--- src/rtl/fetch_decode_stage.sv ---
// Instruction fetch (PC owner) and IF/ID pipeline register with decode field split.
// Define IMEM_WAIT_EN for multi-cycle instruction memory (ack handshake plus one-entry pending buffer).
module fetch_decode_stage #(
    parameter logic [31:0] RESET_PC = 32'h0000_0000,
    parameter logic [31:0] PC_STEP  = 32'd4
) (
    input  logic        clk,
    input  logic        rst_n,
    output logic        imem_req,
    output logic [31:0] imem_addr,
    input  logic        imem_ack,
    input  logic [31:0] imem_rdata,
    input  logic        stall_i,
    input  logic        redirect_i,
    input  logic [31:0] redirect_pc,
    output logic        id_valid,
    output logic [31:0] id_instr,
    output logic [31:0] id_pc,
    output logic [31:0] id_pc_plus4,
    output logic [5:0]  id_opcode,
    output logic [4:0]  id_rs,
    output logic [4:0]  id_rt,
    output logic [4:0]  id_rd,
    output logic [4:0]  id_shamt,
    output logic [5:0]  id_funct,
    output logic [15:0] id_imm16
);

    localparam logic [1:0] S_IDLE  = 2'd0;
    localparam logic [1:0] S_FETCH = 2'd1;
`ifdef IMEM_WAIT_EN
    localparam logic [1:0] S_WAIT  = 2'd2;
`endif

    logic [1:0]  state_q, state_d;
    logic [31:0] pc_q, pc_d;
    logic        id_valid_q, id_valid_d;
    logic [31:0] id_instr_q, id_instr_d;
    logic [31:0] id_pc_q, id_pc_d;
    logic [31:0] id_pc_plus4_q, id_pc_plus4_d;
    logic        ld_en;
    logic [31:0] ld_instr;
    logic [31:0] ld_pc;

`ifdef IMEM_WAIT_EN
    logic        pend_vld_q, pend_vld_d;
    logic [31:0] pend_instr_q, pend_instr_d;
    logic [31:0] pend_pc_q, pend_pc_d;
    // Set when a redirect abandons an outstanding request whose ack is still to come.
    logic        drop_q, drop_d;
`else
    logic        unused_ack;
    assign unused_ack = imem_ack;
`endif

    always_comb begin
        state_d       = state_q;
        pc_d          = pc_q;
        id_valid_d    = id_valid_q;
        id_instr_d    = id_instr_q;
        id_pc_d       = id_pc_q;
        id_pc_plus4_d = id_pc_plus4_q;
        imem_req      = 1'b0;
        ld_en         = 1'b0;
        ld_instr      = imem_rdata;
        ld_pc         = pc_q;
`ifdef IMEM_WAIT_EN
        pend_vld_d    = pend_vld_q;
        pend_instr_d  = pend_instr_q;
        pend_pc_d     = pend_pc_q;
        drop_d        = drop_q;
`endif
        case (state_q)
            S_IDLE: begin
                state_d = S_FETCH;
                if (redirect_i) begin
                    pc_d       = redirect_pc;
                    id_valid_d = 1'b0;
                end
            end
            S_FETCH: begin
`ifdef IMEM_WAIT_EN
                imem_req = !stall_i && !redirect_i && !pend_vld_q && !drop_q;
                if (drop_q && imem_ack) begin
                    drop_d = 1'b0;
                end
                if (redirect_i) begin
                    pc_d       = redirect_pc;
                    id_valid_d = 1'b0;
                    pend_vld_d = 1'b0;
                end else if (!stall_i) begin
                    // A buffered word always drains before any new request goes out.
                    if (pend_vld_q) begin
                        ld_en      = 1'b1;
                        ld_instr   = pend_instr_q;
                        ld_pc      = pend_pc_q;
                        pend_vld_d = 1'b0;
                    end else if (imem_req) begin
                        if (imem_ack) begin
                            ld_en = 1'b1;
                            pc_d  = pc_q + PC_STEP;
                        end else begin
                            state_d = S_WAIT;
                        end
                    end
                end
`else
                imem_req = !stall_i && !redirect_i;
                if (redirect_i) begin
                    pc_d       = redirect_pc;
                    id_valid_d = 1'b0;
                end else if (!stall_i) begin
                    ld_en = 1'b1;
                    pc_d  = pc_q + PC_STEP;
                end
`endif
            end
`ifdef IMEM_WAIT_EN
            S_WAIT: begin
                // Request and address stay up until the memory acks, regardless of stall.
                imem_req = 1'b1;
                if (redirect_i) begin
                    pc_d       = redirect_pc;
                    id_valid_d = 1'b0;
                    pend_vld_d = 1'b0;
                    drop_d     = !imem_ack;
                    state_d    = S_FETCH;
                end else if (imem_ack) begin
                    pc_d    = pc_q + PC_STEP;
                    state_d = S_FETCH;
                    if (stall_i) begin
                        pend_vld_d   = 1'b1;
                        pend_instr_d = imem_rdata;
                        pend_pc_d    = pc_q;
                    end else begin
                        ld_en = 1'b1;
                    end
                end
            end
`endif
            default: state_d = S_IDLE;
        endcase
        if (ld_en) begin
            id_valid_d    = 1'b1;
            id_instr_d    = ld_instr;
            id_pc_d       = ld_pc;
            id_pc_plus4_d = ld_pc + PC_STEP;
        end
    end

    always_ff @(posedge clk or negedge rst_n) begin
        if (!rst_n) begin
            state_q       <= S_IDLE;
            pc_q          <= RESET_PC;
            id_valid_q    <= 1'b0;
            id_instr_q    <= 32'd0;
            id_pc_q       <= 32'd0;
            id_pc_plus4_q <= 32'd0;
`ifdef IMEM_WAIT_EN
            pend_vld_q    <= 1'b0;
            drop_q        <= 1'b0;
`endif
        end else begin
            state_q       <= state_d;
            pc_q          <= pc_d;
            id_valid_q    <= id_valid_d;
            id_instr_q    <= id_instr_d;
            id_pc_q       <= id_pc_d;
            id_pc_plus4_q <= id_pc_plus4_d;
`ifdef IMEM_WAIT_EN
            pend_vld_q    <= pend_vld_d;
            drop_q        <= drop_d;
`endif
        end
    end

`ifdef IMEM_WAIT_EN
    // Payload is qualified by pend_vld_q, so it needs no reset.
    always_ff @(posedge clk) begin
        pend_instr_q <= pend_instr_d;
        pend_pc_q    <= pend_pc_d;
    end
`endif

    assign imem_addr   = pc_q;
    assign id_valid    = id_valid_q;
    assign id_instr    = id_instr_q;
    assign id_pc       = id_pc_q;
    assign id_pc_plus4 = id_pc_plus4_q;
    assign id_opcode   = id_instr_q[31:26];
    assign id_rs       = id_instr_q[25:21];
    assign id_rt       = id_instr_q[20:16];
    assign id_rd       = id_instr_q[15:11];
    assign id_shamt    = id_instr_q[10:6];
    assign id_funct    = id_instr_q[5:0];
    assign id_imm16    = id_instr_q[15:0];

endmodule

--- config.mk ---
export PLATFORM = sky130hd
export DESIGN_NAME = fetch_decode_stage
export DESIGN_NICKNAME = d
export VERILOG_FILES = /design/src/rtl/fetch_decode_stage.sv
export SDC_FILE = /design/constraint.sdc
export NUM_CORES = 1
export LEC_CHECK = 0
export BUFFER_PORTS_ARGS = -buffer_cell sky130_fd_sc_hd__buf_2
export CAP_MARGIN = 0
export CORE_MARGIN = 2
export CORE_UTILIZATION = 44
export CTS_CLUSTER_SIZE = 30
export DETAILED_ROUTE_END_ITERATION = 8
export PLACE_DENSITY_LB_ADDON = 0.05
export SLEW_MARGIN = 20
export SYNTH_ARGS = -nofsm -noshare
export SYNTH_HDL_FRONTEND = slang
export SYNTH_SLANG_ARGS = --single-unit
--- constraint.sdc ---
create_clock -name clk -period 1.85 [get_ports clk]
set_input_delay 0.185 -clock clk [delete_from_list [all_inputs] [get_ports clk]]
set_output_delay 0.185 -clock clk [all_outputs]
set_load 0.005 [all_outputs]
---- After elaboration in Yosys (flattened, before gate mapping) ----
Cells that the tools add are included.
cells by class
  add/subtract/negate cells ............... 1
  eq/ne operators ......................... 3
  multiplexer cells ....................... 12
  reductions and logical operators ........ 10
operators by type and width
  cell                     count
  $mux W32                 3
  $pmux W32 S2             1
  $add A32 B3 Y32 const B  1
  $mux W1                  7
  $reduce_bool A2 Y1       3
  $pmux W2 S2              1
  $ne A3 B3 Y1 const B     1
  $reduce_and A3 Y1        1
  $eq A2 B1 Y1 const B     1
  $logic_not A1 Y1         2
  $logic_not A2 Y1         1
  $ne A2 B2 Y1 const B     1
  $reduce_and A2 Y1        1
  $reduce_or A2 Y1         1
  $logic_and A1 B1 Y1      1
word-level totals
  flip-flop bits (word level) ............. 131
  word-level logic and storage cells ...... 32

---- Logic depth before layout (Yosys ltp) ----
  depth after elaboration ................. 5
  depth in mapped cells ................... 7
  gate-level depth less buffers ........... 6

---- Least setup slack after synthesis ----
Ideal clock, no wire load.
  path type ............................... register to register
  start ................................... reg pc_q[2] (netlist: imem_addr[2])
  end ..................................... reg pc_q[28] (netlist: imem_addr[28])
  setup time .............................. 0.082 ns
  arrival time ............................ 1.776 ns
  required time ........................... 1.768 ns
  path slack .............................. -0.008 ns
  cell stages (with the launch flop) ...... 7
  path buffers ............................ 0
  clock period less this slack ............ 1.858 ns
  cell sequence ........................... dfrtp_1 > ha_1 > nand4_2 > nor2_2 > nand4_2 > or3_1 > a31oi_1
between the ends
  word-level cells in the longest chain between the ends .. 4
RTL lines
  what                    RTL line  RTL
  from (decl)             36        logic [31:0] pc_q, pc_d;
  from (signal assigned)  165       pc_q <= pc_d;
  $add A32 B3 Y32         114       pc_d = pc_q + PC_STEP;
  $mux W32                112       end else if (!stall_i) begin
  $mux W32                109       if (redirect_i) begin
  $pmux W32 S2            73        case (state_q)
No other way between the ends. The select of a mux whose other input is x is not followed.
A chain may end at the register's enable or synchronous reset.

---- Worst setup path after layout ----
  start ................................... reg pc_q[6] (netlist: imem_addr[6])
  end ..................................... reg pc_q[9] (netlist: imem_addr[9])
The elaborated chain is that of the path after synthesis.

==> results.py <==
metrics = {
    "critical_path": {
        "ff2ff_path_depth": 6,
        "critical_path.reg2reg.startpoint": "imem_addr[6]",
        "crit_fanout": 6,
        "cp-start-kind": "register",
        "reg2reg_setup_slack_ns": 0.14,
        "critPathRequiredTime_ns": 2.14,
        "worst-setup-path-type": "register to register",
        "worst_ep_arrival_time_ns": 2.00,
        "worstReg2RegEnd": "imem_addr[9]",
        "critPathCaptureType": "register",
    },
    "synthesis": {
        "synth_seq_cells": 128,
        "commonest_cells_in_the_synthesized_netlist": "nand2_1, dfrtp_1, buf_4",
        "post_synthesis_simple_gate_area_fraction_pct": 25.5,
        "synth.lib_cells_used.distinct": 38,
        "post_synth_xor_area_fraction_pct": 7.90,
        "ys.warnings.count": 0,
        "synth_top_area_share_pct": 51.6,
        "synth-edff-count": 0,
        "synth_mux_area_share_pct": 0.887,
        "synth_ff_type": "dfrtp_1",
        "mapped_nets": 764,
        "synth_area_per_cell_um2": 8.95,
        "yosys.area_share.adder_pct": 0.202,
        "post-synth-top-count-cell": "nand2_1",
        "largest_family_of_logic_cells_by_synthesized_area": "simple AND/OR/NAND/NOR gates",
        "post-synth-top-area-cell": "dfrtp_1",
        "synth-compound-area-share_pct": 4.76,
        "ranking_of_synthesized_cells_by_area": "dfrtp_1, nand2_1, buf_4",
        "syn-instance-count": 694,
        "async_flop_share_pct": 100,
        "synth_area_um2": 6210,
        "seq_area_frac_synth_pct": 51.6,
    },
    "finish": {
        "fin_nets": 1039,
        "num-fill-cells": 1221,
        "design_area_um2": 8730,
        "final_layout_size_suffix_gt1_share_pct": 34.5,
        "diodes": 0,
        "syn2layout_area_growth_pct": 40.7,
    },
    "detailed_routing": {
        "postRouteAntennaNets": 0,
        "vias": 5582,
        "route.detailed.vias_per_inst": 4.81,
        "drt-pass1-iter-count": 5,
        "drt-total-wl_um": 17200,
        "drcViolationCount": 0,
        "routedWlPerCell_um": 14.8,
        "drt_iter0_markers": 197,
    },
    "place": {
        "io_buffer_count": 245,
        "total_cell_area_at_the_placement_stage_um2": 7500,
        "gp_congestion": 0.826,
        "place_hpwl_um": 11900,
        "post_place_worst_slack_ns": 0.0484,
    },
    "grt": {
        "grt_usage_pct": 23.7,
        "grt_overflow": 0,
        "grt_start_max_net_pins": 124,
        "first_global_vias": 5454,
        "antenna_found_initial": 0,
        "grt_first_pass_wirelength_um": 27400,
    },
    "timing": {
        "min_period_ns": 1.71,
        "hold-worst-slack_ns": 0.0177,
        "worst_slew_margin_rel_pct": 63.6,
        "setup-tns-final_ns": 0,
        "min_period_over_period_pct": 92.6,
        "finalHoldViolations": 0,
        "setup_viol_count_final": 0,
        "fin_worst_skew_ns": 0.00848,
        "grt_setup_unrepaired": "false",
        "setup_slack_ns": 0.137,
        "worst-slew-pin-transition_ns": 0.546,
        "timing_max_transition_violations_final": 0,
        "timing.fmax_ghz": 0.584,
    },
    "hold_path": {
        "hold_path_depth": 3,
        "holdCritStartpoint": "redirect_pc[20]",
        "whs_endpoint": "imem_addr[20]",
        "hp-class": "primary input to register",
    },
    "pwr": {
        "totalPowerFinal_uw": 8720,
        "power.density_cell_area_nw_per_um2": 998,
        "static-leakage-power_uw": 0.00461,
        "power.ir.vdd_worst_v": 0.000610,
    },
    "floorplan": {
        "top_level_ports": 247,
        "dieArea_um2": 15100,
        "floorplan.rows": 43,
        "floorplan.core_area_um2": 13800,
        "initial_utilization_pct": 44.9,
        "die_x_um": 123,
        "fp.dieH_um": 123,
    },
    "clock_tree": {
        "ctsRootBufferMaster": "clkbuf_16",
        "cts_setup_buffers": 0,
        "worst_skew_pair_later_pin_latency_ns": 0.42,
        "htreeDepth": 4,
        "cts.reportedPaths.clkPinSlew_ns": 0.06,
        "cts_tree": "yes",
        "cts.sinks": 128,
        "cts-root-to-sink-buffers": 2,
        "cts_bufs_inserted": 17,
    },
    "job": {
        "drv.max_cap_violation_count": 0,
    },
    "outcome": {
        "run_status": "completed",
    },
}
[worst max path at each step]
stage                      start         endpoint  slack (ns)
floorplan           imem_addr[2]    imem_addr[28]        0.04
global route        imem_addr[5]  id_pc_plus4[27]        0.01
global placement    imem_addr[2]    imem_addr[30]        0.06
finish              imem_addr[6]     imem_addr[9]        0.14
CTS                 imem_addr[2]    imem_addr[30]        0.02
detailed placement  imem_addr[2]    imem_addr[30]        0.05
[cells in the final DEF, fill, tap and decap left out, types with 2 or more instances in the layout]
cell / count
and3_1: 8
buf_12: 4
buf_2: 244
buf_4: 40
bufinv_16: 4
clkbuf_1: 4
clkbuf_16: 17
clkbuf_8: 3
clkinv_2: 2
dfrtp_1: 128
dlygate4sd3_1: 61
mux2_2: 4
nand2_1: 272
nand3_1: 16
nand4_1: 14
nand4_2: 2
nand4_4: 2
nor2_1: 12
nor2_4: 2
nor3_1: 4
nor3_4: 3
nor4_4: 3
o21ai_0: 48
o21ai_1: 8
xnor2_1: 19
xor2_1: 37
[where the power goes]
| group | internal (µW) | switching [µW] |
|---|---|---|
| Combinational | 838 | 836 |
| Sequential | 3220 | 299 |
| Clock | 2340 | 1180 |
| Total | 6400 | 2320 |
[kinds of logic (layout without fill, tap and decap cells)]
kind of cell,after synthesis,count (layout)
mux,5,5
xor+xnor,56,56
fa+ha+maj,1,1
simple gates,349,349
flops,128,128
buf+inv,96,382
compound gates,58,58
other cells,1,1
[critical path, stage by stage (launching register included)]
cell,delay (ns)
dfrtp_1,0.50
nand2_1,0.24
nor3_4,0.28
buf_4,0.18
and3_1,0.18
xnor2_1,0.13
o21ai_1,0.07
[cell type report]
type	instances	area [µm²]	area share, %
Sequential cell	128	3200	36.7
Multi-Input combinational cell	470	2460	28.2
Timing Repair Buffer	350	2220	25.5
Clock buffer	24	482	5.52
Tap cell	180	225	2.58
Clock inverter	6	130	1.49
Inverter	2	10.0	0.115
[sequential cells by signal (all words and copies together) (netlist names)]
signal / flops
id_instr: 32
state_q: 1
id_pc: 32
id_pc_plus4: 30
id_valid: 1
imem_addr: 32
[per-layer routing]
metal,wire length [µm],track usage [%],vias up,part of all wire (%)
li1,-,-,2713,-
met1,7270,29.2,2644,42
met2,8610,40.2,195,50
met3,957,4.97,30,5.6
met4,387,9.84,0,2.2
met5,0,0,-,0
[timing repair]
item	4_1_cts	5_1_grt
gates resized for setup	0	3
hold endpoints to repair	104	0
hold buffers	61	0
setup endpoints to repair	0	12
[through the flow]
stage | util (%) | cells
6_report | 63.2 | 1160
4_1_cts | 63.1 | 1160
3_5_place_dp | 54.2 | 1069
3_3_place_gp | 54.2 | 1069
2_1_floorplan | - | 694
5_1_grt | 63.2 | 1160
(Power assumes the default switching activity.)
